<file path="src/rtl/alu_rs_dispatch_pkg.sv">
// Shared types and CDB wakeup / branch-resolve helpers for the ALU dispatch path.
// The optional same-cycle bypass is enabled with ALU_RS_DISPATCH_BYPASS_EN.
package alu_rs_dispatch_pkg;

  localparam int CONTROL_Q_PTR_WIDTH = 2;
  localparam int CONTROL_Q_DEPTH     = 1 << CONTROL_Q_PTR_WIDTH;
  localparam int PHYSICAL_REG_WIDTH  = 6;
  localparam int ROB_PTR_WIDTH       = 4;
  localparam int NUM_CDB             = 4;

  typedef struct packed {
    logic [3:0]                    alu_op;
    logic [31:0]                   imm;
    logic                          use_imm;
    logic [ROB_PTR_WIDTH-1:0]      rob_idx;
    logic [PHYSICAL_REG_WIDTH-1:0] phys_d;
    logic [PHYSICAL_REG_WIDTH-1:0] phys_r1;
    logic                          phys_r1_valid;
    logic [PHYSICAL_REG_WIDTH-1:0] phys_r2;
    logic                          phys_r2_valid;
    logic [CONTROL_Q_DEPTH-1:0]    control_bit_map;
    logic                          finished;
  } alu_rs_entry_t;

  typedef struct packed {
    logic                          valid;
    logic [PHYSICAL_REG_WIDTH-1:0] phys_d_reg;
  } cdb_entry_t;

  // Marks source operands ready when any valid CDB broadcasts their tag.
  function automatic alu_rs_entry_t cdb_wakeup(input alu_rs_entry_t e,
                                               input cdb_entry_t c_alu,
                                               input cdb_entry_t c_mult,
                                               input cdb_entry_t c_br,
                                               input cdb_entry_t c_mem);
    alu_rs_entry_t r;
    cdb_entry_t [NUM_CDB-1:0] bus;
    r   = e;
    bus = {c_mem, c_br, c_mult, c_alu};
    for (int k = 0; k < NUM_CDB; k++) begin
      if (bus[k].valid && (bus[k].phys_d_reg == e.phys_r1)) begin
        r.phys_r1_valid = 1'b1;
      end else begin
        r.phys_r1_valid = r.phys_r1_valid;
      end
      if (bus[k].valid && (bus[k].phys_d_reg == e.phys_r2)) begin
        r.phys_r2_valid = 1'b1;
      end else begin
        r.phys_r2_valid = r.phys_r2_valid;
      end
    end
    return r;
  endfunction

  function automatic alu_rs_entry_t ctrl_resolve(input alu_rs_entry_t e,
                                                 input logic [CONTROL_Q_PTR_WIDTH-1:0] cq,
                                                 input logic resolved);
    alu_rs_entry_t r;
    r = e;
    if (resolved) begin
      r.control_bit_map[cq] = 1'b0;
    end else begin
      r.control_bit_map = e.control_bit_map;
    end
    return r;
  endfunction

endpackage

</file>
<file path="src/rtl/alu_rs_dispatch.sv">
// ALU reservation-station dispatch buffer: small in-order FIFO with CDB snooping,
// branch flush/resolve and wakeup forwarding. Bypass under ALU_RS_DISPATCH_BYPASS_EN.
module alu_rs_dispatch
  import alu_rs_dispatch_pkg::*;
#(
  parameter  int DEPTH = 2,
  localparam int PTR_W = $clog2(DEPTH)
) (
  input  logic                           clk,
  input  logic                           rst,
  input  logic                           in_valid,
  input  alu_rs_entry_t                  in_entry,
  output logic                           in_ready,
  input  logic                           rs_alu_full,
  output logic                           alu_write,
  output alu_rs_entry_t                  alu_rs_entry,
  input  cdb_entry_t                     cdb_entry_alu,
  input  cdb_entry_t                     cdb_entry_mult,
  input  cdb_entry_t                     cdb_entry_br,
  input  cdb_entry_t                     cdb_entry_mem,
  input  logic                           flush_by_branch,
  input  logic                           branch_resolved,
  input  logic [CONTROL_Q_PTR_WIDTH:0]   control_read_ptr,
  output logic [PTR_W:0]                 count
);

  logic [CONTROL_Q_PTR_WIDTH-1:0] cq_s;
  logic                           unused_cq_msb_s;

  alu_rs_entry_t  slots_q [DEPTH];
  alu_rs_entry_t  slots_d [DEPTH];
  logic [PTR_W-1:0] head_q, head_d;
  logic [PTR_W:0]   count_q, count_d;

  alu_rs_entry_t  in_fwd_s, head_fwd_s, ent_s;
  logic           in_kill_s, bypass_s, deq_s, enq_s, ready_s;
  logic [PTR_W:0]   kept_s;
  logic [PTR_W-1:0] src_s;

  assign cq_s            = control_read_ptr[CONTROL_Q_PTR_WIDTH-1:0];
  assign unused_cq_msb_s = control_read_ptr[CONTROL_Q_PTR_WIDTH];

  function automatic alu_rs_entry_t fixup(input alu_rs_entry_t e);
    return ctrl_resolve(cdb_wakeup(e, cdb_entry_alu, cdb_entry_mult, cdb_entry_br, cdb_entry_mem),
                        cq_s, branch_resolved);
  endfunction

  // Handshake, RS write decision and forwarded output entry.
  always_comb begin
    ready_s    = (count_q < (PTR_W+1)'(DEPTH));
    in_fwd_s   = fixup(in_entry);
    head_fwd_s = fixup(slots_q[head_q]);
    in_kill_s  = flush_by_branch && in_entry.control_bit_map[cq_s];
    bypass_s   = 1'b0;
`ifdef ALU_RS_DISPATCH_BYPASS_EN
    bypass_s   = rst && (count_q == '0) && in_valid && !rs_alu_full && !flush_by_branch;
`endif
    deq_s      = rst && (count_q != '0) && !rs_alu_full && !flush_by_branch;
    enq_s      = in_valid && ready_s && !in_kill_s && !bypass_s;
    in_ready   = rst ? ready_s : 1'b1;
    alu_write  = deq_s || bypass_s;
    if (bypass_s) begin
      alu_rs_entry = in_fwd_s;
    end else begin
      alu_rs_entry = head_fwd_s;
    end
  end

  // Rebuild the buffer in order from the new head: drop the written head and
  // flushed slots, compact survivors, then append the accepted entry.
  always_comb begin
    slots_d = slots_q;
    kept_s  = '0;
    src_s   = head_q;
    ent_s   = slots_q[head_q];
    if (deq_s) begin
      head_d = head_q + PTR_W'(1);
    end else begin
      head_d = head_q;
    end
    for (int i = 0; i < DEPTH; i++) begin
      src_s = head_q + PTR_W'(i);
      ent_s = fixup(slots_q[src_s]);
      if (((PTR_W+1)'(i) < count_q) &&
          !(flush_by_branch && slots_q[src_s].control_bit_map[cq_s]) &&
          !((i == 0) && deq_s)) begin
        slots_d[head_d + kept_s[PTR_W-1:0]] = ent_s;
        kept_s = kept_s + (PTR_W+1)'(1);
      end else begin
        kept_s = kept_s;
      end
    end
    if (enq_s) begin
      slots_d[head_d + kept_s[PTR_W-1:0]] = in_fwd_s;
      count_d = kept_s + (PTR_W+1)'(1);
    end else begin
      count_d = kept_s;
    end
  end

  // State registers with synchronous active-low reset.
  always_ff @(posedge clk) begin
    if (!rst) begin
      head_q  <= '0;
      count_q <= '0;
      for (int i = 0; i < DEPTH; i++) begin
        slots_q[i] <= '0;
      end
    end else begin
      head_q  <= head_d;
      count_q <= count_d;
      for (int i = 0; i < DEPTH; i++) begin
        slots_q[i] <= slots_d[i];
      end
    end
  end

  assign count = count_q;

endmodule
</file>
<file path="config.mk">
export PLATFORM = sky130hd
export DESIGN_NAME = alu_rs_dispatch
export DESIGN_NICKNAME = d
export VERILOG_FILES = /design/src/rtl/alu_rs_dispatch_pkg.sv /design/src/rtl/alu_rs_dispatch.sv
export SDC_FILE = /design/constraint.sdc
export NUM_CORES = 1
export LEC_CHECK = 0
export BUFFER_PORTS_ARGS = -buffer_cell sky130_fd_sc_hd__buf_2
export CAP_MARGIN = 20
export CORE_MARGIN = 10
export CORE_UTILIZATION = 57
export DETAILED_ROUTE_END_ITERATION = 8
export GPL_TIMING_DRIVEN = 0
export PLACE_DENSITY = 0.82
export SKIP_CTS_REPAIR_TIMING = 1
export SLEW_MARGIN = 20
export SYNTH_ARGS = -nofsm -noshare
export SYNTH_HDL_FRONTEND = slang
export SYNTH_SLANG_ARGS = --single-unit
</file>
<file path="constraint.sdc">
create_clock -name clk -period 4.7 [get_ports clk]
set_input_delay 0.235 -clock clk [delete_from_list [all_inputs] [get_ports clk]]
set_output_delay 0.235 -clock clk [all_outputs]
set_load 0.01 [all_outputs]
</file>
==> metrics.cfg <==
[run_status]
outcome=complete, no violations

[global_routing]
grtUsageTotal_pct=26.2
grt_pass1_wl_um=45900
grt_max_degree=17
antenna_found_initial=2
grt_pass1_vias=8548
gr-total-overflow=0

[power]
p_leak_nw=3.82
ir_drop_mv=0.294
powerDensity_nw_per_um2=365

[placed_design]
preCtsSetupSlack_ns=0.256
routabilityCongestion=0.979
port_buffers=135
hpwl_um=21100

[logic_synthesis]
synth_common_cells=dfxtp_1 (135), mux2i_1 (129), nor2_1 (75)
synth_top_cell_area_share_pct=30.1
synth_edf_count=0
yosysTopAreaCell=dfxtp_1
seq_area_frac_synth_pct=30.1
ys_seq_elements=135
synth_most_common_cell=dfxtp_1
synth-main-ff-cell=dfxtp_1
synth_area_per_cell_sq_um=8.64
yosys_warnings=0
syn_area_sq_um=8970
yosysUniqueCellTypes=52
synthArstFlopShare_pct=0
syn_inst=1039
synth.top_cells.by_area=dfxtp_1 (30%), mux2i_1 (14%), xnor2_1 (7.2%)
synthesis.nets=1144

[layout]
num-fill-cells=1306
final_net_count=1298
multiInputGateArea_sq_um=5740
drive_above_1_share_pct=21.0
regArea_sq_um=2700
area_growth_pct=16.9

[setup_path]
path_cells=buf_6 > buf_6 > buf_6 > mux4_2 > nor2_1 > nor2_1 > o21ai_0 > and2_1 > ha_1 > xnor2_1 > xnor2_1 > nand2b_1 > clkbuf_1 > buf_2 > buf_1 > a211oi_1
crit_path_top_delay_cell=mux4_2
crit_path_frequent_cell=buf_6
critPathMaxFanout=10
required_ns=4.98
crit_path_max_incr_delay_ns=0.51
endpoint_kind=register
start_kind=register
critical_path.top_delay_family=buffers and inverters
crit_type=register to register
cp_data_arrival_time_ns=4.68
worst-path-buf-inv=6

[floorplanning]
die_area_sq_um=21200
start_util_pct=58.6
coreArea_sq_um=15300
io_pins=173
die_w_um=145
die_h_um=145
rows=45

[sta]
worst_pin_slew_ns=0.881
finalSetupTns_ns=0
finalClockSkew_ns=0.0130
drv_slew=0
layout_setup_ws_ns=0.296
final_hold_viol_count=0
setup_violations=0
rsz0062_at_grt=false
fmax_mhz=227
maxSlewHeadroom_pct=39.6
min_period_ns=4.40
finalCritPeriodShare_pct=93.7

[drt]
wl_um=29100
postRouteAntennaNets=0
dr.first_iter.drc_count=950
route.detailed.wl_per_inst_um=20.5
drc=0
vias=8732
viasPerCell=6.15
firstDrtPassIters=5

[hold_path]
hp-class=input pin to register

[clock_network]
clock-root-buffer=clkbuf_16
cts_tree=done
clkTransAtPathRegs_ns=0.06
htreeDepth=4
clock_sinks=135
insertion_delay_ns=0.43
numCtsBuffers=17
cts_max_path_buffers=2

[flow_run]
maxCapViolations=0

## kinds of logic after synthesis
logic type                 Yosys count  synth area share [%]
AOI/OAI and AO/OA                  233                  15.9
buffers and inverters              124                  5.95
xor gates and xnor gates           148                  14.4
adders and majority gates            2                 0.279
muxes                              186                  22.0
and+or+nand+nor                    211                  11.3
DFF                                135                  30.1
## cell usage in the layout, fill, tap and decap left out, types with 3 or more instances in the layout
cell type   instances
clkbuf_2            3
buf_2             139
mux2i_1           129
nor2_1             75
o22ai_1            29
xnor2_1            74
buf_6               3
nand4_1            25
mux4_2              3
o32ai_1             4
mux2i_2             3
nor3_1              6
nor4_1             17
o221ai_1            3
dfxtp_1           135
a21oi_1            52
nand2b_1            6
inv_1              20
a21o_1              3
xor2_1             74
clkinvlp_4          6
clkinv_4            3
nand3_1            10
clkbuf_16          17
buf_1              11
o21ai_0            74
a211oi_1           48
or3_1               3
a31oi_1             4
mux2_2             51
a221o_1             3
buf_4              11
clkbuf_1           72
or4_1               8
nand2_1            49
## power breakdown
group	internal, mW	switching (mW)	total, mW	leakage (nW)
logic	0.457	0.662	1.12	2.45
clock network	0.744	0.530	1.27	0.258
registers	1.31	0.128	1.44	1.11
total	2.51	1.32	3.83	3.82
## stage by stage
step | std cells | utilization (%) | hold slack [ns] | area, sq um | total power [mW]
2_1_floorplan | 1039 | - | 0.414 | 8970 | 2.19
3_3_place_gp | 1385 | 64.7 | 0.528 | 9910 | 2.52
3_5_place_dp | 1385 | 64.7 | 0.539 | 9910 | 2.55
4_1_cts | 1417 | 68.4 | 0.0939 | 10500 | 3.82
5_1_grt | 1419 | 68.5 | 0.0978 | 10500 | 4.02
6_report | 1419 | 68.5 | 0.104 | 10500 | 3.83
## per-layer routing
layer | GRT usage (%) | part of all wire (%) | vias to the layer above
li1 | - | - | 4038
met3 | 5.90 | 8.4 | 84
met4 | 9.91 | 3.1 | 0
met5 | 0 | 0 | -
met2 | 41.2 | 46 | 472
met1 | 34.4 | 42 | 4138
## tightest hold or removal path, cell delays in order
cell and delay (ns):
buf_2 0.10, nor2_1 0.09, a211oi_1 0.05
## worst paths after layout
check	startpoint	endpoint	slack, ns	depth (start not counted)
min reg2reg	slots_q[64]	slots_q[64]	0.56	2
max reg2reg	head_q	slots_q[111]	0.30	16
max	head_q	slots_q[111]	0.30	16
min	in_entry[53]	slots_q[119]	0.10	3
## state kept, by name, indices dropped and copies added (netlist names)
| register | flops |
|---|---|
| head_q | 1 |
| count | 2 |
| slots_q | 132 |
## area by class of cell
cell class	instances	share of cell area, %
inverters	21	0.751
well taps	211	2.52
repair buffers	135	6.44
multi-input cells	780	54.7
plain buffers	103	4.38
diodes	2	0.0477
flip-flops and latches	135	25.8
clock buffers	19	4.22
clock inverters	13	1.18
(Power assumes the default switching activity.)
